## src/rtl/bg_region_map.sv

```systemverilog
// bg_region_map: maps pixel coordinates to a prioritised screen region and its memory address
module bg_region_map #(
  parameter int NUM_REGIONS = 4,
  parameter int COORD_W     = 10,
  parameter int ADDR_W      = 19
) (
  input  logic               Clk,
  input  logic               Reset_n,
  input  logic               pix_valid,
  input  logic [COORD_W-1:0] DrawX,
  input  logic [COORD_W-1:0] DrawY,
  input  logic               cfg_we,
  input  logic [2:0]         cfg_region,
  input  logic [2:0]         cfg_field,
  input  logic [ADDR_W-1:0]  cfg_data,
  output logic               cfg_ack,
  output logic               cfg_err,
  output logic               out_valid,
  output logic [2:0]         region_id,
  output logic [ADDR_W-1:0]  read_address
);

  function automatic logic [COORD_W-1:0] dflt(int k, int f);
    int v;
    v = f == 0 ? ((k == 1 || k == 2) ? 320 : 0) :
        f == 1 ? (k == 2 ? 240 : 0) :
        f == 2 ? (k < 3 ? 320 : 0) :
                 (k == 0 ? 480 : (k < 3 ? 240 : 0));
    return COORD_W'(v);
  endfunction

  logic [COORD_W-1:0] x0_r [NUM_REGIONS];
  logic [COORD_W-1:0] y0_r [NUM_REGIONS];
  logic [COORD_W-1:0] w_r  [NUM_REGIONS];
  logic [COORD_W-1:0] h_r  [NUM_REGIONS];
  logic [ADDR_W-1:0]  base_r [NUM_REGIONS];
  logic [NUM_REGIONS-1:0] en_r;

  logic cfg_ok;
  assign cfg_ok = ({1'b0, cfg_region} < 4'(NUM_REGIONS)) && (cfg_field <= 3'd5);

  // region registers: written only by legal config writes
  always_ff @(posedge Clk or negedge Reset_n) begin
    if (!Reset_n) begin
      for (int k = 0; k < NUM_REGIONS; k++) begin
        x0_r[k]   <= dflt(k, 0);
        y0_r[k]   <= dflt(k, 1);
        w_r[k]    <= dflt(k, 2);
        h_r[k]    <= dflt(k, 3);
        base_r[k] <= '0;
        en_r[k]   <= k < 3;
      end
    end else if (cfg_we && cfg_ok) begin
      for (int k = 0; k < NUM_REGIONS; k++) begin
        if (cfg_region == 3'(k)) begin
          if (cfg_field == 3'd0) x0_r[k] <= cfg_data[COORD_W-1:0];
          if (cfg_field == 3'd1) y0_r[k] <= cfg_data[COORD_W-1:0];
          if (cfg_field == 3'd2) w_r[k] <= cfg_data[COORD_W-1:0];
          if (cfg_field == 3'd3) h_r[k] <= cfg_data[COORD_W-1:0];
          if (cfg_field == 3'd4) base_r[k] <= cfg_data;
          if (cfg_field == 3'd5) en_r[k] <= cfg_data[0];
        end
      end
    end
  end

  // write response pulses, one cycle after the strobe
  always_ff @(posedge Clk or negedge Reset_n) begin
    if (!Reset_n) begin
      cfg_ack <= 1'b0;
      cfg_err <= 1'b0;
    end else begin
      cfg_ack <= cfg_we && cfg_ok;
      cfg_err <= cfg_we && !cfg_ok;
    end
  end

  logic [NUM_REGIONS-1:0] hit_c;
  logic [COORD_W-1:0] offx_c [NUM_REGIONS];
  logic [COORD_W-1:0] offy_c [NUM_REGIONS];

  // per-region half-open hit test at COORD_W+1 bits so x0+w cannot wrap
  always_comb begin
    hit_c  = '0;
    offx_c = '{default: '0};
    offy_c = '{default: '0};
    for (int k = 0; k < NUM_REGIONS; k++) begin
      hit_c[k] = pix_valid && en_r[k] &&
                 (DrawX >= x0_r[k]) && ({1'b0, DrawX} < {1'b0, x0_r[k]} + {1'b0, w_r[k]}) &&
                 (DrawY >= y0_r[k]) && ({1'b0, DrawY} < {1'b0, y0_r[k]} + {1'b0, h_r[k]});
      offx_c[k] = DrawX - x0_r[k];
      offy_c[k] = DrawY - y0_r[k];
    end
  end

  logic                   s1_valid;
  logic [NUM_REGIONS-1:0] s1_match;
  logic [COORD_W-1:0]     s1_offx [NUM_REGIONS];
  logic [COORD_W-1:0]     s1_offy [NUM_REGIONS];
  logic [COORD_W-1:0]     s1_w    [NUM_REGIONS];
  logic [ADDR_W-1:0]      s1_base [NUM_REGIONS];

  // stage 1 snapshots w and base too, so a later config write cannot alter an in-flight pixel
  always_ff @(posedge Clk or negedge Reset_n) begin
    if (!Reset_n) begin
      s1_valid <= 1'b0;
      s1_match <= '0;
      for (int k = 0; k < NUM_REGIONS; k++) begin
        s1_offx[k] <= '0;
        s1_offy[k] <= '0;
        s1_w[k]    <= '0;
        s1_base[k] <= '0;
      end
    end else begin
      s1_valid <= pix_valid;
      s1_match <= hit_c;
      for (int k = 0; k < NUM_REGIONS; k++) begin
        s1_offx[k] <= offx_c[k];
        s1_offy[k] <= offy_c[k];
        s1_w[k]    <= w_r[k];
        s1_base[k] <= base_r[k];
      end
    end
  end

  logic [2:0]        id_c;
  logic [ADDR_W-1:0] addr_c;

  // priority encode: scanning downward leaves the lowest matching index in place
  always_comb begin
    id_c   = '0;
    addr_c = '0;
    for (int k = NUM_REGIONS - 1; k >= 0; k--) begin
      if (s1_match[k]) begin
        id_c   = 3'(k + 1);
        addr_c = s1_base[k] + ADDR_W'(s1_offx[k]) +
                 ADDR_W'({{COORD_W{1'b0}}, s1_offy[k]} * {{COORD_W{1'b0}}, s1_w[k]});
      end
    end
  end

  // stage 2 output registers; match is already gated by valid so misses read as zero
  always_ff @(posedge Clk or negedge Reset_n) begin
    if (!Reset_n) begin
      out_valid    <= 1'b0;
      region_id    <= '0;
      read_address <= '0;
    end else begin
      out_valid    <= s1_valid;
      region_id    <= id_c;
      read_address <= addr_c;
    end
  end

endmodule

```

## config.mk

```make
export PLATFORM = sky130hd
export DESIGN_NAME = bg_region_map
export DESIGN_NICKNAME = d
export VERILOG_FILES = /design/src/rtl/bg_region_map.sv
export SDC_FILE = /design/constraint.sdc
export NUM_CORES = 2
export LEC_CHECK = 0
export ABC_AREA = 1
export CORE_MARGIN = 2
export CORE_UTILIZATION = 50
export CTS_CLUSTER_SIZE = 8
export DETAILED_ROUTE_END_ITERATION = 12
export PLACE_DENSITY = 0.75
export SYNTH_ARGS = -nofsm -noshare
export SYNTH_HDL_FRONTEND = slang
export SYNTH_SLANG_ARGS = --single-unit
```

## constraint.sdc

```tcl
create_clock -name Clk -period 6.5 [get_ports Clk]
set_input_delay 1.625 -clock Clk [delete_from_list [all_inputs] [get_ports Clk]]
set_output_delay 1.625 -clock Clk [all_outputs]
set_load 0.005 [all_outputs]
```

==> results.py <==
metrics = {
    "status": {
        "outcome": "finished clean",
    },
    "clock_tree": {
        "clk_pin_slew_ns": 0.05,
        "cts_tree": "built",
        "holdBufCountCts": 0,
        "htree_levels": 3,
        "clock-sinks": 466,
        "cts_resized": 0,
        "post_cts_buffers": 0,
        "cts_made_buffers": 70,
        "cts_root_buf": "clkbuf_16",
        "cts_buffer_depth": 3,
        "clk_latency_ns": 0.63,
    },
    "timing": {
        "slew_violations": 0,
        "finalHoldViolCount": 0,
        "rsz0062_at_grt": "no",
        "worstMarginPinSlew_ns": 1.24,
        "fin_skew_ns": 0.0336,
        "fmax_ghz": 0.192,
        "period_minus_slack_ns": 5.20,
        "finalSetupTns_ns": 0,
        "min_period_over_period_pct": 80.1,
        "setup_viol": 0,
        "slew_headroom_pct": 16.8,
    },
    "critical_path": {
        "worstSetupPathType": "reg2reg",
        "regToRegSetupSlack_ns": 1.30,
        "start_kind": "flip-flop",
        "cp.arrival_ns": 5.68,
        "cp.required_ns": 6.97,
        "cp-end-kind": "flip-flop",
        "cp_max_fo": 10,
        "crit_chain": "nand2_1, fa_1, fa_1, fa_1, inv_1, fa_1, inv_1, fa_1, inv_1, ha_1, nand2_1, o21ai_0, nand3_1, nand2_1, nand2_1, nand3_1, nand3_1, nand3_1, nand2_1",
        "cp_slowest_cell": "fa_1",
        "slowest_delay_ns": 0.58,
    },
    "pwr": {
        "pwr-share-clk_pct": 33.9,
        "p_sw_uw": 3780,
        "comb_power_share_pct": 32.2,
        "p_sw_share_pct": 36.5,
        "power_density_nw_per_um2": 238,
        "ir_worst_vdd_v": 0.000163,
        "p_int_uw": 6570,
        "power_frac_seq_pct": 33.8,
        "leakagePower_uw": 0.0234,
    },
    "drt": {
        "wl_per_cell_um": 18.1,
        "viasPerCell": 5.28,
        "drt-initial-drc-count": 2473,
        "drcViolationCount": 0,
        "wirelength_mm": 105,
        "num_vias": 30500,
        "ant_nets": 0,
        "drt-pass1-iter-count": 6,
    },
    "finish": {
        "register_area_um2": 11700,
        "multi_input_area_um2": 23700,
        "area_growth_pct": 9.24,
        "final_nets": 5535,
        "fin_cells": 5779,
        "drive_above_1_share_pct": 3.64,
        "fin_util_pct": 55.1,
        "fillers": 7100,
    },
    "logic_synthesis": {
        "synth_most_common_cell": "nand2_1",
        "syn_inst": 4672,
        "synth_area_leader_cell": "dfrtp_1",
        "ys_seq_elements": 466,
        "synth_edf_count": 0,
        "ys_dominant_reg_cell": "dfrtp_1",
        "ys_types": 43,
        "ys_warn_count": 0,
        "avgSynthCellArea_um2": 8.52,
        "ys_top_cells_by_count": "nand2_1, inv_1, dfrtp_1",
        "ys_top_cells_by_area": "dfrtp_1, fa_1, ha_1, nand2_1, inv_1",
        "syn_area_um2": 39800,
        "synth_top_area_share_pct": 27.5,
        "syn-num-nets": 5517,
        "yosysSeqAreaShare_pct": 29.4,
        "ys_async_sr_fraction_pct": 100,
    },
    "floorplanning": {
        "initial_utilization_pct": 50.4,
        "dieArea_um2": 81900,
        "dieWidth_um": 286,
        "core_um2": 78900,
        "num_io_pins": 74,
        "row_count": 103,
        "die_y_um": 286,
    },
    "grt": {
        "grt_pass1_wl_mm": 167,
        "antenna_found_initial": 9,
        "grtUsageTotal_pct": 26.3,
        "grt_max_degree": 157,
        "first_global_vias": 30400,
        "gr-total-overflow": 0,
    },
    "run": {
        "drv_cap": 0,
    },
    "placed_design": {
        "portBuffers": 73,
        "placed_cells": 5668,
        "hpwl_mm": 81.5,
        "gp_congestion": 0.940,
    },
    "min_path": {
        "holdCritPathClass": "reg2reg",
    },
}
==> sequential cells by signal, indices dropped and copies added (netlist names), 3 cells and up <==
| register | flops |
|---|---|
| base_r | 76 |
| en_r | 4 |
| h_r | 40 |
| read_address | 19 |
| region_id | 3 |
| s1_base | 76 |
| s1_match | 4 |
| s1_offx | 40 |
| s1_offy | 40 |
| s1_w | 40 |
| w_r | 40 |
| x0_r | 40 |
| y0_r | 40 |
==> logic make-up (layout without fill, tap and decap cells) <==
logic type                 count (synthesis)  count (layout)  share of synthesized area (%)
AOI/OAI and AO/OA                        698             698                           9.62
xor gates and xnor gates                 158             158                           3.48
adders and majority gates                796             796                           32.1
buffers and inverters                   1134            1190                           11.0
DFF                                      466             466                           29.4
other                                      0               1                              0
and+or+nand+nor                         1420            1420                           14.4
==> power by group through the flow <==
stage	Combinational, uW	Sequential [uW]	Clock [uW]
after floorplan	2500	3300	0
after global placement	3240	3530	0
after detailed placement	3320	3540	0
after CTS	3340	3490	3580
after global routing	3830	3530	3720
final	3330	3500	3510
==> worst paths after layout <==
path / start / endpoint / depth (start not counted)
max: s1_offy[7] / read_address[17] / 19
min: base_r[23] / s1_base[23] / 0
max reg2reg: s1_offy[7] / read_address[17] / 19
min reg2reg: base_r[23] / s1_base[23] / 0
max in group asynchronous: Reset_n / y0_r[9] / 2
min in group asynchronous: Reset_n / h_r[34] / 1
==> cell usage in the layout (no fill, tap or decap), types with 3 or more instances in the layout <==
cell type and instances:
fa_1 376, a21o_1 17, o21ai_1 22, xnor2_1 69, o221ai_1 6, xor2_1 89, ha_1 420, o211ai_1 18
clkbuf_1 27, a31oi_1 15, dfrtp_1 437, nand3_1 111, nand3b_1 14, nand4_1 30, o21ai_0 308, a21boi_0 5
o31ai_1 3, inv_1 976, buf_4 27, or2_2 3, o21bai_1 6, dfstp_2 29, nand2_1 1128, clkbuf_8 3
o21ai_2 17, nor4_4 4, nor4_1 7, nor3_1 16, o2111ai_1 15, clkdlybuf4s50_1 72, nor2_1 103, o21a_1 10
o22ai_1 6, a21oi_1 247, clkbuf_16 73
==> critical path, delay by kind of cell (launching register included) <==
kind                       cells  cell delay, ns
adders and majority gates      6            2.89
and+or+nand+nor                9            1.01
DFF                            1            0.56
AOI/OAI and AO/OA              1            0.46
buffers and inverters          3            0.14
==> layout make-up <==
cell class              instances  area share, %
clock buffers                 103           4.53
clock inverters                 7          0.248
well taps                    1050           3.02
diodes                          1        0.00576
repair buffers                102           2.25
multi-input cells            3072           54.6
flip-flops and latches        466           26.9
inverters                     978           8.45
==> through the flow <==
step	hold WS (ns)	cell area [um2]	setup WS (ns)	total power, uW
after floorplan	0.331	39800	1.92	5800
after global placement	0.333	41400	1.40	6760
after detailed placement	0.349	41400	1.30	6860
after CTS	0.362	43500	1.28	10400
after global routing	0.371	43500	0.940	11100
final	0.364	43500	1.30	10300
==> metal layers <==
metal	part of all wire [%]	up-vias	track usage [%]
li1	-	14500	-
met1	44	14700	37.0
met5	0	-	0
met3	7.5	219	4.44
met4	4.4	0	11.0
met2	44	1084	40.2
Note: power is estimated with default switching activity, not from simulation.
